===== src/rtl/cpu_controller_mc.sv =====
// Multi-cycle FETCH/EXECUTE controller for the 16-bit CPU: memory wait states, multi-cycle MUL, stall, illegal-op trap.
// Optional retired-instruction counter enabled by `define CPU_CTRL_PERF_CNT_EN (adds output instr_count).
module cpu_controller_mc #(
  parameter int unsigned MEM_WAIT_CYCLES = 1,
  parameter int unsigned MUL_CYCLES      = 2,
  parameter int unsigned CNT_WIDTH       = 16
) (
  input  logic       clk,
  input  logic       reset,
  input  logic [3:0] opcode,
  input  logic [3:0] opcode_ext,
  input  logic       cmp_result,
  input  logic       stall,
  output logic       reg_wr_en,
  output logic       alu_src,
  output logic [3:0] alu_sel,
  output logic       next_instr,
  output logic       pc_en,
  output logic       instr_en,
  output logic       cmp_f_en,
  output logic       of_f_en,
  output logic       z_f_en,
  output logic [1:0] pc_addr_mode,
  output logic [2:0] write_back_sel,
  output logic       mem_wr_en,
  output logic       illegal_op,
  output logic [2:0] state_out
`ifdef CPU_CTRL_PERF_CNT_EN
  ,
  output logic [CNT_WIDTH-1:0] instr_count
`endif
);

  localparam int unsigned CW = 4;
  localparam logic [CW-1:0] MEM_WAIT_RST  = CW'(MEM_WAIT_CYCLES);
  localparam logic [CW-1:0] MEM_WAIT_INIT = (MEM_WAIT_CYCLES == 0) ? '0 : CW'(MEM_WAIT_CYCLES - 1);
  localparam logic [CW-1:0] MUL_INIT      = (MUL_CYCLES == 0) ? '0 : CW'(MUL_CYCLES - 1);

  localparam logic [3:0] ALU_ADD = 4'd0, ALU_SUB = 4'd1, ALU_AND = 4'd2, ALU_OR  = 4'd3,
                         ALU_XOR = 4'd4, ALU_NOT = 4'd5, ALU_LSH = 4'd6, ALU_ASH = 4'd7,
                         ALU_MUL = 4'd8;
  localparam logic [2:0] WB_ALU = 3'd0, WB_MEM = 3'd1, WB_REG = 3'd2, WB_IMM = 3'd3, WB_PC = 3'd4;
  localparam logic [1:0] PC_INC = 2'd0, PC_OFF = 2'd1, PC_ABS = 2'd2;

  typedef enum logic [2:0] {
    S_FETCH      = 3'd0,
    S_FETCH_WAIT = 3'd1,
    S_EXECUTE    = 3'd2,
    S_MEM_WAIT   = 3'd3,
    S_MUL_WAIT   = 3'd4
  } state_e;

  state_e        state_q, state_d;
  logic [CW-1:0] wait_cnt_q, wait_cnt_d;

  logic       dec_reg_wr, dec_alu_src, dec_cmp, dec_of, dec_z, dec_mem_wr;
  logic       dec_load, dec_mul, dec_illegal;
  logic [3:0] dec_alu_sel, alu_code;
  logic [2:0] dec_wb;
  logic [1:0] dec_mode;

  logic instr_en_raw, final_raw, illegal_raw, go;

  // Instruction decode: what the final (architectural write) cycle looks like
  always_comb begin
    dec_reg_wr  = 1'b1;
    dec_alu_src = (opcode != 4'b0000);
    dec_alu_sel = ALU_ADD;
    dec_wb      = WB_ALU;
    dec_cmp     = 1'b0;
    dec_of      = 1'b0;
    dec_z       = 1'b0;
    dec_mem_wr  = 1'b0;
    dec_mode    = PC_INC;
    dec_load    = 1'b0;
    dec_mul     = 1'b0;
    dec_illegal = 1'b0;
    alu_code    = (opcode == 4'b0000) ? opcode_ext : opcode;

    case (opcode)
      4'b0000, 4'b0001, 4'b0010, 4'b0011, 4'b0101,
      4'b1001, 4'b1011, 4'b1101, 4'b1110: begin
        // Register form uses the extension field, immediate form the opcode itself
        case (alu_code)
          4'b0001: begin dec_alu_sel = ALU_AND; dec_z = 1'b1; end
          4'b0010: begin dec_alu_sel = ALU_OR;  dec_z = 1'b1; end
          4'b0011: begin dec_alu_sel = ALU_XOR; dec_z = 1'b1; end
          4'b0100: begin dec_alu_sel = ALU_NOT; dec_z = 1'b1; end
          4'b0101: begin dec_alu_sel = ALU_ADD; dec_z = 1'b1; dec_of = 1'b1; end
          4'b1001: begin dec_alu_sel = ALU_SUB; dec_z = 1'b1; dec_of = 1'b1; dec_cmp = 1'b1; end
          4'b1011: begin dec_alu_sel = ALU_SUB; dec_z = 1'b1; dec_cmp = 1'b1; dec_reg_wr = 1'b0; end
          4'b1101: dec_wb = (opcode == 4'b0000) ? WB_REG : WB_IMM;
          4'b1110: begin dec_alu_sel = ALU_MUL; dec_z = 1'b1; dec_mul = 1'b1; end
          default: dec_illegal = 1'b1;
        endcase
      end
      4'b1111: begin dec_wb = WB_IMM; dec_z = 1'b1; end
      4'b1100: begin
        dec_alu_src = 1'b0;
        dec_reg_wr  = 1'b0;
        dec_mode    = cmp_result ? PC_OFF : PC_INC;
      end
      4'b0100: begin
        dec_alu_src = 1'b0;
        case (opcode_ext)
          4'b0000: begin dec_wb = WB_MEM; dec_load = 1'b1; end
          4'b0100: begin dec_reg_wr = 1'b0; dec_mem_wr = 1'b1; end
          4'b1000: begin dec_wb = WB_PC; dec_mode = PC_ABS; end
          4'b1100: begin dec_reg_wr = 1'b0; dec_mode = cmp_result ? PC_ABS : PC_INC; end
          default: dec_illegal = 1'b1;
        endcase
      end
      4'b1000: begin
        case (opcode_ext)
          4'b0100: begin dec_alu_src = 1'b0; dec_alu_sel = ALU_LSH; end
          4'b0000: begin dec_alu_src = 1'b1; dec_alu_sel = ALU_LSH; end
          4'b0110: begin dec_alu_src = 1'b0; dec_alu_sel = ALU_ASH; end
          4'b0010: begin dec_alu_src = 1'b1; dec_alu_sel = ALU_ASH; end
          default: dec_illegal = 1'b1;
        endcase
      end
      default: dec_illegal = 1'b1;
    endcase

    if (dec_illegal) begin
      dec_reg_wr  = 1'b0;
      dec_alu_src = 1'b0;
      dec_alu_sel = ALU_ADD;
      dec_wb      = WB_ALU;
      dec_cmp     = 1'b0;
      dec_of      = 1'b0;
      dec_z       = 1'b0;
      dec_mem_wr  = 1'b0;
      dec_mode    = PC_INC;
      dec_load    = 1'b0;
      dec_mul     = 1'b0;
    end
  end

  // Next state, wait counter and mux outputs; enables are raw here and gated below
  always_comb begin
    state_d        = state_q;
    wait_cnt_d     = wait_cnt_q;
    next_instr     = 1'b0;
    alu_src        = 1'b0;
    alu_sel        = ALU_ADD;
    write_back_sel = WB_ALU;
    pc_addr_mode   = PC_INC;
    instr_en_raw   = 1'b0;
    final_raw      = 1'b0;
    illegal_raw    = 1'b0;

    case (state_q)
      S_FETCH: begin
        next_instr = 1'b1;
        if (MEM_WAIT_CYCLES == 0) begin
          instr_en_raw = 1'b1;
          state_d      = S_EXECUTE;
        end else begin
          state_d    = S_FETCH_WAIT;
          wait_cnt_d = MEM_WAIT_INIT;
        end
      end
      S_FETCH_WAIT: begin
        next_instr = 1'b1;
        if (wait_cnt_q == '0) begin
          instr_en_raw = 1'b1;
          state_d      = S_EXECUTE;
        end else begin
          wait_cnt_d = wait_cnt_q - CW'(1);
        end
      end
      S_EXECUTE: begin
        alu_src        = dec_alu_src;
        alu_sel        = dec_alu_sel;
        write_back_sel = dec_wb;
        pc_addr_mode   = dec_mode;
        if (dec_illegal) begin
          illegal_raw = 1'b1;
          state_d     = S_FETCH;
        end else if (dec_load && (MEM_WAIT_CYCLES != 0)) begin
          state_d    = S_MEM_WAIT;
          wait_cnt_d = MEM_WAIT_INIT;
        end else if (dec_mul && (MUL_CYCLES != 0)) begin
          state_d    = S_MUL_WAIT;
          wait_cnt_d = MUL_INIT;
        end else begin
          final_raw = 1'b1;
          state_d   = S_FETCH;
        end
      end
      S_MEM_WAIT, S_MUL_WAIT: begin
        alu_src        = dec_alu_src;
        alu_sel        = dec_alu_sel;
        write_back_sel = dec_wb;
        pc_addr_mode   = dec_mode;
        if (wait_cnt_q == '0) begin
          final_raw = 1'b1;
          state_d   = S_FETCH;
        end else begin
          wait_cnt_d = wait_cnt_q - CW'(1);
        end
      end
      default: state_d = S_FETCH;
    endcase

    if (stall) begin
      state_d    = state_q;
      wait_cnt_d = wait_cnt_q;
    end
  end

  // A stalled or reset cycle issues no writes; the action repeats once stall drops
  assign go         = ~stall & ~reset;
  assign instr_en   = go & instr_en_raw;
  assign reg_wr_en  = go & final_raw & dec_reg_wr;
  assign mem_wr_en  = go & final_raw & dec_mem_wr;
  assign cmp_f_en   = go & final_raw & dec_cmp;
  assign of_f_en    = go & final_raw & dec_of;
  assign z_f_en     = go & final_raw & dec_z;
  assign pc_en      = go & (final_raw | illegal_raw);
  assign illegal_op = go & illegal_raw;
  assign state_out  = state_q;

  always_ff @(posedge clk or posedge reset) begin
    if (reset) begin
      state_q    <= S_FETCH;
      wait_cnt_q <= MEM_WAIT_RST;
    end else begin
      state_q    <= state_d;
      wait_cnt_q <= wait_cnt_d;
    end
  end

`ifdef CPU_CTRL_PERF_CNT_EN
  logic [CNT_WIDTH-1:0] instr_count_q, instr_count_d;

  always_comb begin
    instr_count_d = instr_count_q;
    if (pc_en) instr_count_d = instr_count_q + CNT_WIDTH'(1);
  end

  always_ff @(posedge clk or posedge reset) begin
    if (reset) instr_count_q <= '0;
    else       instr_count_q <= instr_count_d;
  end

  assign instr_count = instr_count_q;
`else
  logic [CNT_WIDTH-1:0] unused_cnt_width;
  assign unused_cnt_width = '0;
`endif

endmodule


===== config.mk =====
export PLATFORM = sky130hd
export DESIGN_NAME = cpu_controller_mc
export DESIGN_NICKNAME = d
export VERILOG_FILES = /design/src/rtl/cpu_controller_mc.sv
export SDC_FILE = /design/constraint.sdc
export NUM_CORES = 1
export LEC_CHECK = 0
export BUFFER_PORTS_ARGS = -buffer_cell sky130_fd_sc_hd__buf_2
export CELL_PAD_IN_SITES_DETAIL_PLACEMENT = 1
export CELL_PAD_IN_SITES_GLOBAL_PLACEMENT = 1
export CORE_MARGIN = 3
export CORE_UTILIZATION = 40
export DETAILED_ROUTE_END_ITERATION = 10
export GPL_TIMING_DRIVEN = 0
export PLACE_DENSITY = 0.89
export SYNTH_ARGS = -nofsm -noshare
export SYNTH_HDL_FRONTEND = slang
export SYNTH_SLANG_ARGS = --single-unit

===== constraint.sdc =====
create_clock -name clk -period 4.41 [get_ports clk]
set_input_delay 0.882 -clock clk [delete_from_list [all_inputs] [get_ports clk]]
set_output_delay 0.882 -clock clk [all_outputs]
set_load 0.02 [all_outputs]

======== Word level (Yosys, flattened, before mapping) ========
Cells that the tools add are included.
storage, ports and cells
  bits in registers ....................... 7
  latch bits .............................. 0
  RAM bits ................................ 0
  ROM bits ................................ 0
  bits of input ports ..................... 12
  output and inout port bits .............. 22
  logic and storage cells ................. 145
  memories kept ........................... 0
operators by class
  $add $sub $neg .......................... 1
  multipliers ............................. 0
  div/mod/pow operators ................... 0
  magnitude comparators ................... 0
  eq/ne operators ......................... 35
  shifts and indexed selects .............. 0
  muxes and demuxes ....................... 68
  bitwise gates (word level) .............. 13
  reductions and logical operators ........ 26
operators with widths
  cell                  count
  $eq A4 B4 Y1 const B  13
  $mux W1               35
  $mux W4               7
  $eq A4 B3 Y1 const B  6
  $pmux W4 S6           1
  $reduce_or A2 Y1      11
  $mux W3               7
  $eq A4 B2 Y1 const B  5
  $reduce_or A9 Y1      2
  $logic_not A4 Y1      3
  $pmux W3 S2           2
  $pmux W3 S4           1
  $pmux W4 S3           1
  $and A1 B1 Y1         10
  $pmux W3 S3           1
  $eq A4 B1 Y1 const B  2
  $mux W2               4
  $ne A2 B2 Y1 const B  4
  $pmux W1 S2           4
  $pmux W2 S2           2
  $pmux W4 S2           1
  $reduce_or A4 Y1      2
  $reduce_or A8 Y1      1
  $eq A3 B2 Y1 const B  2
  14 further kinds      16

======== Logic depth before layout (Yosys ltp) ========
Gate-level depths: netlist of the first run.
  word-level depth ........................ 13
  gate-level depth with buffers ........... 7
  gate-level depth less buffers ........... 7

======== Worst setup path after synthesis of the first run ========
Ideal clock, no wire load.
  path type ............................... input-to-output
  start ................................... input opcode[0]
  end ..................................... output illegal_op
  arrival ................................. 2.482 ns
  setup slack ............................. 1.046 ns
  stages .................................. 6
  buffers on the path ..................... 1
  cell sequence ........................... buf_2 > nor4b_1 > a211oi_1 > a21boi_1 > a31oi_1 > nor4_1
on the way
  cells in the longest elaborated chain, start to end .. 9
RTL lines
  what                                  RTL line  source
  from (decl)                           10        input logic [3:0] opcode,
  $logic_not A4 Y1                      78, 80
  $mux W4                               78        alu_code = (opcode == 4'b0000) ? opcode_ext : opcode;
  $eq A4 B4 Y1 (tied with other cells)  84        case (alu_code)
  $reduce_or A9 Y1 (no source line)     --
  $mux W1                               84
  $pmux W1 S4 (*)                       80        case (opcode)
  $mux W1 (*)                           178       if (dec_illegal) begin
  $mux W1 (*)                           153       case (state_q)
  $and A1 B1 Y1 (*)                     222       assign illegal_op = go & illegal_raw;
  to (decl)                             26        output logic illegal_op,
Mark *: on every way between the ends. The rest lies on a longest branch, timed or not.

======== Worst setup path after layout of the first run ========
  start ................................... input opcode[2]
  end ..................................... output cmp_f_en
on the way
  cells in the longest elaborated chain, start to end .. 13
RTL lines
  what                                  RTL line  source
  $logic_not A4 Y1                      78, 80
  $mux W4                               78
  $eq A4 B4 Y1 (tied with other cells)  84
  $reduce_or A9 Y1 (no source line)     --
  $mux W1                               84
  $pmux W1 S4                           80
  $mux W1                               125       if (dec_illegal) begin
  $mux W1                               184       end else if (dec_mul && (MUL_CYCLES != 0)) begin
  $mux W1                               181       end else if (dec_load && (MEM_WAIT_CYCLES != 0)) begin
  $mux W1                               178
  $pmux W1 S2                           153
  $and A1 B1 Y1                         218       assign cmp_f_en = go & final_raw & dec_cmp;
  $and A1 B1 Y1 (*)                     218
  to (decl)                             20        output logic cmp_f_en,
Marks and branches as above.

==> results of run 1 <==
## flip-flops by register name (all words and copies together) (netlist names)
register / cells
wait_cnt_q: 4
state_out: 3
## cell usage after synthesis, drive strengths merged (4+ instances only)
master	number	area (um^2)
o21ai	15	78.82
buf	11	75.07
nand2b	6	37.54
a21oi	13	65.06
nand2	8	30.03
nor4b	4	53.80
dfrtp	6	150.1
inv	8	30.03
nor2	17	63.81
o31ai	6	45.04
nor3	7	50.05
## worst register-to-register path: stages, from the launching register on
cell                       delay (ns)
sky130_fd_sc_hd__dfstp_2         0.38
sky130_fd_sc_hd__inv_1           0.06
sky130_fd_sc_hd__ha_1            0.20
sky130_fd_sc_hd__nor3b_2         0.49
sky130_fd_sc_hd__o21ai_0         0.16
sky130_fd_sc_hd__a21oi_1         0.33
sky130_fd_sc_hd__nand2b_1        0.27
sky130_fd_sc_hd__mux2_2          0.37
## path summary, 6_finish.rpt
kind | start | end | slack [ns] | cells after the start
setup reg to reg | wait_cnt_q[0]$_DFFE_PP1P_ | wait_cnt_q[0]$_DFFE_PP1P_ | 2.09 | 7
max in group asynchronous | reset | wait_cnt_q[0]$_DFFE_PP1P_ | 3.54 | 2
hold / removal | wait_cnt_q[1]$_DFFE_PP0P_ | wait_cnt_q[1]$_DFFE_PP0P_ | 0.55 | 2
setup / recovery | opcode[2] | cmp_f_en | 0.76 | 8
min in group asynchronous | reset | wait_cnt_q[1]$_DFFE_PP0P_ | 0.59 | 2
hold reg to reg | wait_cnt_q[1]$_DFFE_PP0P_ | wait_cnt_q[1]$_DFFE_PP0P_ | 0.55 | 2
## stage by stage
stage,hold slack (ns),cell area [um^2]
2_1_floorplan,0.5018,1205
3_3_place_gp,0.5193,1399
3_5_place_dp,0.5375,1399
4_1_cts,0.5499,1425
5_1_grt,0.6112,1425
6_report,0.5485,1425
## power by group
part	leakage (uW)	switching (uW)	total [uW]	internal, uW
Combinational	0.000521	232	370	138
Clock	0.0000150	28.3	63.2	34.8
Sequential	0.0000873	19.5	113	93.3
## kinds of logic (layout without fill, tap and decap cells)
logic type	Yosys count	count (layout)
flops	7	7
simple gates	62	62
compound gates	64	64
fa+ha+maj	1	1
xor+xnor	3	3
mux	3	3
buf+inv	21	56
## layout make-up
class,instances,area [um^2],area share
inverter,8,30.03,0.02107
multi-input combinational,133,915.9,0.6427
timing repair buffer,31,155.1,0.1089
tap,31,38.79,0.02722
buffer,13,82.58,0.05795
clock buffer,4,26.28,0.01844
sequential,7,176.4,0.1238
## routing by layer
metal	track usage	vias to the layer above
met3	0.03830	6
met2	0.4076	51
li1	-	686
met5	0	-
met1	0.3172	687
met4	0.04954	0
==> results.cfg, run 1 <==
[final_layout]
drive_gt1_frac = 0.3061
area_delta_synth_final_pct = 18.28
antenna-diode-count = 0
fin_cells = 227
final_cell_mix = sky130_fd_sc_hd__buf_2 (37), sky130_fd_sc_hd__nor2_1 (17), sky130_fd_sc_hd__a21oi_1 (13)
final_core_util = 0.5080
fin_nets = 210
layout_commonest_cell = sky130_fd_sc_hd__buf_2
filler_cell_count_in_the_final_layout = 366

[setup_path]
crit_buf_inv = 3
worst-path-max-fanout = 10
cpPeakStageDelay_ns = 0.35
path_common_cell = sky130_fd_sc_hd__buf_2
timing.setup.critical_path_class = in2out
critical-path-slowest-cell = sky130_fd_sc_hd__a2111oi_4
crit_path_start_kind = input pin
worst-endpoint-arrival_ns = 2.76
critical_path.endpoint_type = primary output
critPathTopFamily = compound AO/OA/AOI/OAI gates
crit_path_cell_trace = buf_2 > buf_2 > nand2b_1 > o22ai_1 > a22o_1 > a211o_1 > a2111oi_4 > buf_2
worst-endpoint-required_ns = 3.53

[global_route]
grt.total_usage = 0.2388
maximum_number_of_pins_on_one_net_before_global_route_repair = 11
grt_pass1_vias = 1440
grt_pass1_wl_mm = 6.699
globalRouteOverflowTotal = 0
antenna_found_initial = 0

[synth]
yosysSeqAreaShare = 0.1464
mappedNetlistArea_um2 = 1205
synth_nets = 174
yosys.area_share.xor_xnor = 0.02181
synth.yosys.warnings = 0
synthesis.instances = 161
synth_top_flop_cell = sky130_fd_sc_hd__dfrtp_1
synth_enable_flop_cells = 0
synth.area.mux_share = 0.02596
synth.lib_cells_used.distinct = 59
synth_fa_ha_area_frac = 0.01038
syn_avg_cell_area_um2 = 7.484
synth_top_family_by_area = compound AO/OA/AOI/OAI gates
postSynth.asyncResetShare = 1.000
synth_compound_gate_area_share = 0.3863
postSynthRegisterBits = 7
yosys.area_share.simple = 0.3157

[die]
floorplan.initialDensity = 0.4295
rows = 19
core_area_um2 = 2805
floorplan.die.height_um = 60.89
design.portCount = 34
die_width_um = 60.89
die-area_um2 = 3707

[worst_hold_path]
hold_class = reg2reg

[sta]
tightest_slew_ns = 0.7009
fin_tns_setup_ns = 0
grt_setup_unrepaired = false
achievable-frequency_mhz = 274.2
finalWorstSetupSlack_ns = 0.7631
hold_violations = 0
clock-skew-final_ns = 0.002812
setup_viol_count_final = 0
fin_crit_sh = 0.8270
slew-limit-headroom = 0.5278
timing.final.max_slew_violations = 0
timing.final.crit_period_ns = 3.647

[cts]
post_cts_hold_buffer_count = 0
clock-sinks = 7
tritoncts_buffer_count = 3
cts-htree-levels = 1
postCtsSetupRepairBufs = 0
cts.clk_slew.worst_paths_ns = 0.06
ctsRootBufferMaster = sky130_fd_sc_hd__clkbuf_4
postCtsResizedCells = 0
clk-insertion-delay-late_ns = 0.27
clock_path_buffers = 2
cts_tree = yes

[pwr]
p_total_uw = 545.7
power_leakage_uw = 0.0006236
p_per_area_nw_per_um2 = 382.9
vdd.ir_drop.worst_uv = 294.3

[route]
vias_per_cell = 6.300
via_count = 1430
wire_length_after_detailed_routing_mm = 4.309
route.detailed.wl_per_inst_um = 18.98
drt_first_iter_violations = 46
drc_errors = 0
met3RoutedLength_um = 271
drt_first_pass_iters = 4
top_signal_layer_used = met4
routed_length_on_met2_mm = 2.141
wl_met1_mm = 1.853
final_antenna_net_count = 0

[placement]
detailedPlace.worstSlack_ns = 0.7716
place_hpwl_mm = 3.402
port_buffers = 31
routabilityCongestion = 0.8718
place.detailed.instances = 223

[flow_run]
max_cap_violations = 0

[outcome]
run_status = completed
(Power assumes the default switching activity.)
==> inputs of run 2 (changes only) <==
Settings changed: ABC_AREA from default to 1, CORE_UTILIZATION 40 to 29, PLACE_DENSITY 0.89 to 0.79.
Clock period 4.41 ns to 3.33 ns, I/O delays scaled along.
==> results.cfg, run 2 <==
[route]
wire_length_after_detailed_routing_mm = 3.079
route.detailed.wl_per_inst_um = 11.45
drt_first_pass_iters = 4
via_count = 1245
drt_first_iter_violations = 27
vias_per_cell = 4.628
drc_errors = 0
final_antenna_net_count = 0

[setup_path]
timing.setup.critical_path_class = in2out
critical_path.endpoint_type = primary output
path_common_cell = sky130_fd_sc_hd__nand2_1
crit_path_start_kind = input pin
critPathTopFamily = simple AND/OR/NAND/NOR gates
critical-path-slowest-cell = sky130_fd_sc_hd__nor2_4
crit_path_cell_trace = buf_2 > nor2_4 > nand2_1 > nand2_1 > nand2_1 > nor2_2 > nand2_1 > nand2_1 > nor2_1 > nand3_2 > nand3_1 > nand2_1 > nand2_2 > nor2_1 > buf_2
crit_buf_inv = 2
worst-path-max-fanout = 8
worst-endpoint-arrival_ns = 2.31
cpPeakStageDelay_ns = 0.22
worst-endpoint-required_ns = 2.66

[pwr]
total_switching_power_uw = 311.0
p_per_area_nw_per_um2 = 479.3
power.clock.fraction = 0.134
power_leakage_uw = 0.0007439
vdd.ir_drop.worst_uv = 172.7
share_of_total_power_in_combinational_logic = 0.606
p_total_uw = 602.7
switching_share = 0.5160
seqPwrFrac = 0.260
power_report.internal_total_uw = 291.7

[final_layout]
final_cell_mix = sky130_fd_sc_hd__nand2_1 (52), sky130_fd_sc_hd__inv_1 (35), sky130_fd_sc_hd__buf_2 (33)
final_core_util = 0.3957
largest_register = wait_cnt_q
fin_nets = 239
layout_commonest_cell = sky130_fd_sc_hd__nand2_1
drive_gt1_frac = 0.2578
largest_reg_flops = 4
stdcell_area_um2 = 1257
area_delta_synth_final_pct = 24.38
antenna-diode-count = 0

[global_route]
grt_pass1_wl_mm = 5.485
grt.total_usage = 0.1620
maximum_number_of_pins_on_one_net_before_global_route_repair = 9
antenna_found_initial = 0
grt_pass1_vias = 1225
globalRouteOverflowTotal = 0

[sta]
achievable-frequency_mhz = 335.6
setup_viol_count_final = 0
timing.final.max_slew_violations = 0
hold_violations = 0
fin_tns_setup_ns = 0
tightest_slew_ns = 0.4219
timing.final.crit_period_ns = 2.979
clock-skew-final_ns = 0.002277
slew-limit-headroom = 0.7166
grt_setup_unrepaired = false
fin_crit_sh = 0.8947

[die]
design.portCount = 34
die_width_um = 65.05
die-area_um2 = 4231
floorplan.die.height_um = 65.05
core_area_um2 = 3178
floorplan.initialDensity = 0.3181
rows = 20

[synth]
post-synth-top-count-cell = sky130_fd_sc_hd__nand2_1
synth_top_flop_cell = sky130_fd_sc_hd__dfrtp_1
synth_top_area_share = 0.1931
synthDominantAreaCellType = sky130_fd_sc_hd__nand2_1
yosys-top-cells-area = sky130_fd_sc_hd__nand2_1 (19%), sky130_fd_sc_hd__dfrtp_1 (15%), sky130_fd_sc_hd__inv_1 (13%), sky130_fd_sc_hd__nor2_1 (11%), sky130_fd_sc_hd__nand2_2 (4.3%)
synth_nets = 201
synth_common_cells = sky130_fd_sc_hd__nand2_1 (52), sky130_fd_sc_hd__inv_1 (35), sky130_fd_sc_hd__nor2_1 (30)
mappedNetlistArea_um2 = 1011
postSynthRegisterBits = 7
postSynth.asyncResetShare = 1.000
synthesis.instances = 188
yosysSeqAreaShare = 0.1745
syn_avg_cell_area_um2 = 5.378
synth.yosys.warnings = 0
synth.lib_cells_used.distinct = 24
synth_enable_flop_cells = 0

[placement]
port_buffers = 33
routabilityCongestion = 0.8161
post_dp_cell_area_um2 = 1231
place_hpwl_mm = 2.652

[outcome]
run_status = completed

[cts]
clock-sinks = 7
post_cts_hold_buffer_count = 0
clk-insertion-delay-late_ns = 0.26
clock_path_buffers = 2
tritoncts_buffer_count = 3
ctsRootBufferMaster = sky130_fd_sc_hd__clkbuf_4
postCtsResizedCells = 0
postCtsSetupRepairBufs = 0
cts_tree = yes
cts.clk_slew.worst_paths_ns = 0.06
cts-htree-levels = 1

[flow_run]
max_cap_violations = 0

[worst_hold_path]
hold_class = in2async
==> run 2: cell type report <==
type	count	area, um^2
Fill cell	481	1921
Multi-Input combinational cell	143	691.9
Sequential cell	7	176.4
Timing Repair Buffer	33	165.2
Inverter	38	142.6
Tap cell	44	55.05
Clock buffer	4	26.28
==> run 2: cell families after synthesis <==
kind of cell,share of synthesized area
and+or+nand+nor,0.5458
AOI/OAI and AO/OA,0.1176
adders and majority gates,0.01237
DFF,0.1745
xor gates and xnor gates,0.008665
buffers and inverters,0.1411
==> run 2: path summary, 6_finish.rpt <==
kind | from | endpoint | slack (ns) | cells after the start
worst min register to register | wait_cnt_q[1]$_DFFE_PP0P_ | wait_cnt_q[1]$_DFFE_PP0P_ | 0.53 | 2
max in group asynchronous | reset | wait_cnt_q[0]$_DFFE_PP1P_ | 2.68 | 2
worst max-delay path | opcode[1] | z_f_en | 0.35 | 15
min in group clk | wait_cnt_q[1]$_DFFE_PP0P_ | wait_cnt_q[1]$_DFFE_PP0P_ | 0.53 | 2
worst max register to register | wait_cnt_q[0]$_DFFE_PP1P_ | wait_cnt_q[3]$_DFFE_PP0P_ | 1.67 | 11
worst min-delay path | reset | state_out[2]$_DFFE_PP0P_ | 0.36 | 2
==> run 2: power by group through the flow <==
stage	Sequential (uW)	Clock [uW]	Combinational, uW
detailed placement	158	0	370
finish	157	81.0	365
global route	163	90.2	426
CTS	157	85.0	371
floorplan	164	0	261
global placement	157	0	365
==> run 2: metrics by stage <==
stage / std cells / hold slack, ns / setup WS, ns
5_1_grt: 269 / 0.3658 / 0.1489
3_3_place_gp: 265 / 0.4965 / 0.3731
6_report: 269 / 0.3622 / 0.3505
3_5_place_dp: 265 / 0.5230 / 0.3602
4_1_cts: 269 / 0.3609 / 0.3620
2_1_floorplan: 188 / 0.4687 / 0.7653
==> run 2: routing by layer <==
metal,global-route usage,up-vias,part of all wire
li1,-,662,-
met1,0.2235,552,0.52
met2,0.2516,27,0.43
met3,0.03986,4,0.041
met4,0.04145,0,0.012
met5,0,-,0
==> inputs of run 3 (changes only) <==
Settings changed: BUFFER_PORTS_ARGS -buffer_cell sky130_fd_sc_hd__buf_2 to default, CORE_UTILIZATION 29 to 36, DONT_BUFFER_PORTS from default to 1, PLACE_DENSITY 0.79 to 0.78.
==> results.cfg, run 3 (synthesis results as in run 2) <==
[outcome]
run_status = completed

[setup_path]
ff2ff_path_depth = 11
critical_path_start = state_out[0]$_DFFE_PP0P_
worst-endpoint-required_ns = 2.66
timing.setup.critical_path_class = reg2out
critical_path.endpoint_type = primary output
worst-path-max-fanout = 6
crit-reg2reg-launch = state_out[0]$_DFFE_PP0P_
crit_path_start_kind = flop
worst-endpoint-arrival_ns = 2.21

[die]
design.portCount = 34
rows = 18
die-area_um2 = 3480
die_width_um = 58.99
floorplan.die.height_um = 58.99
core_area_um2 = 2567
floorplan.initialDensity = 0.3938

[sta]
clock-skew-final_ns = 0.004243
fin_crit_sh = 0.8633
fin_tns_setup_ns = 0
achievable-frequency_mhz = 347.9
tightest_slew_ns = 0.6347
timing.final.crit_period_ns = 2.875
setup_viol_count_final = 0
slew-limit-headroom = 0.5736
timing.final.max_slew_violations = 0
finalWorstSetupSlack_ns = 0.4552
hold_violations = 0
grt_setup_unrepaired = false

[global_route]
grt_pass1_vias = 1212
antenna_found_initial = 0
grt.total_usage = 0.1927
grt_pass1_wl_mm = 5.313
globalRouteOverflowTotal = 0
maximum_number_of_pins_on_one_net_before_global_route_repair = 9

[route]
wire_length_after_detailed_routing_mm = 3.146
via_count = 1174
drc_errors = 0
vias_per_cell = 5.288
final_antenna_net_count = 0
drt_first_iter_violations = 31
route.detailed.wl_per_inst_um = 14.17
drt_first_pass_iters = 4

[final_layout]
largest_reg_flops = 4
antenna-diode-count = 0
final_cell_mix = sky130_fd_sc_hd__nand2_1 (52), sky130_fd_sc_hd__inv_1 (35), sky130_fd_sc_hd__nor2_1 (30)
fin_nets = 206
largest_register = wait_cnt_q
drive_gt1_frac = 0.1302
layout_commonest_cell = sky130_fd_sc_hd__nand2_1
area_delta_synth_final_pct = 6.312

[cts]
postCtsSetupRepairBufs = 0
tritoncts_buffer_count = 3
ctsRootBufferMaster = sky130_fd_sc_hd__clkbuf_4
cts_tree = yes
post_cts_hold_buffer_count = 0
clock-sinks = 7
cts.clk_slew.worst_paths_ns = 0.06
postCtsResizedCells = 0
clk-insertion-delay-late_ns = 0.26
cts-htree-levels = 1
clock_path_buffers = 2

[placement]
routabilityCongestion = 0.8411
place_hpwl_mm = 2.700
detailedPlace.worstSlack_ns = 0.4798
port_buffers = 0

[pwr]
power_leakage_uw = 0.0005831
vdd.ir_drop.worst_uv = 457.0
p_per_area_nw_per_um2 = 539.6

[worst_hold_path]
hold_class = in2async

[flow_run]
max_cap_violations = 0
run 3: cell types whose count changed in the layout (fill, tap and decap cells not counted):
cell,change
sky130_fd_sc_hd__buf_2,-33
run 3: area by class of cell:
type,count,area [um^2]
tap,30,37.54
sequential,7,176.4
multi-input combinational,143,691.9
inverter,38,142.6
fill,401,1493
clock buffer,4,26.28
run 3: critical path: stages (launching register included):
cell                      delay (ns)
sky130_fd_sc_hd__dfrtp_1        0.50
sky130_fd_sc_hd__nor2_1         0.19
sky130_fd_sc_hd__inv_1          0.10
sky130_fd_sc_hd__nor2_1         0.20
sky130_fd_sc_hd__nand2_1        0.14
sky130_fd_sc_hd__nor2_2         0.17
sky130_fd_sc_hd__nand3_1        0.10
sky130_fd_sc_hd__nand2_1        0.08
sky130_fd_sc_hd__nand2_2        0.10
sky130_fd_sc_hd__nor2_1         0.37
run 3: worst paths after layout:
kind	end	slack [ns]
setup reg to reg	wait_cnt_q[3]$_DFFE_PP0P_	1.51
min in group clk	wait_cnt_q[1]$_DFFE_PP0P_	0.52
hold reg to reg	wait_cnt_q[1]$_DFFE_PP0P_	0.52
hold / removal	state_out[2]$_DFFE_PP0P_	0.25
setup / recovery	reg_wr_en	0.46
max in group asynchronous	wait_cnt_q[0]$_DFFE_PP1P_	2.78
run 3: stage by stage:
stage | cell area, um^2 | utilization | total power [uW] | cells | hold slack (ns)
final | 1075 | 0.4186 | 580.0 | 222 | 0.2485
after global placement | 1049 | 0.4084 | 475.8 | 218 | 0.4937
after floorplan | 1011 | - | 424.6 | 188 | 0.4687
after CTS | 1075 | 0.4186 | 582.8 | 222 | 0.2470
after global routing | 1075 | 0.4186 | 644.1 | 222 | 0.2449
after detailed placement | 1049 | 0.4084 | 498.3 | 218 | 0.5168
run 3: per-layer routing:
metal	wire, um	GRT usage
met1	1496	0.2579
met2	1466	0.3202
met3	183	0.05011
met4	0	0.02265
met5	0	0
run 3: power breakdown:
group / switching [uW] / internal (uW) / total, uW
Sequential: 50.9 / 122 / 173
Clock: 35.9 / 46.0 / 82.0
Combinational: 223 / 102 / 325
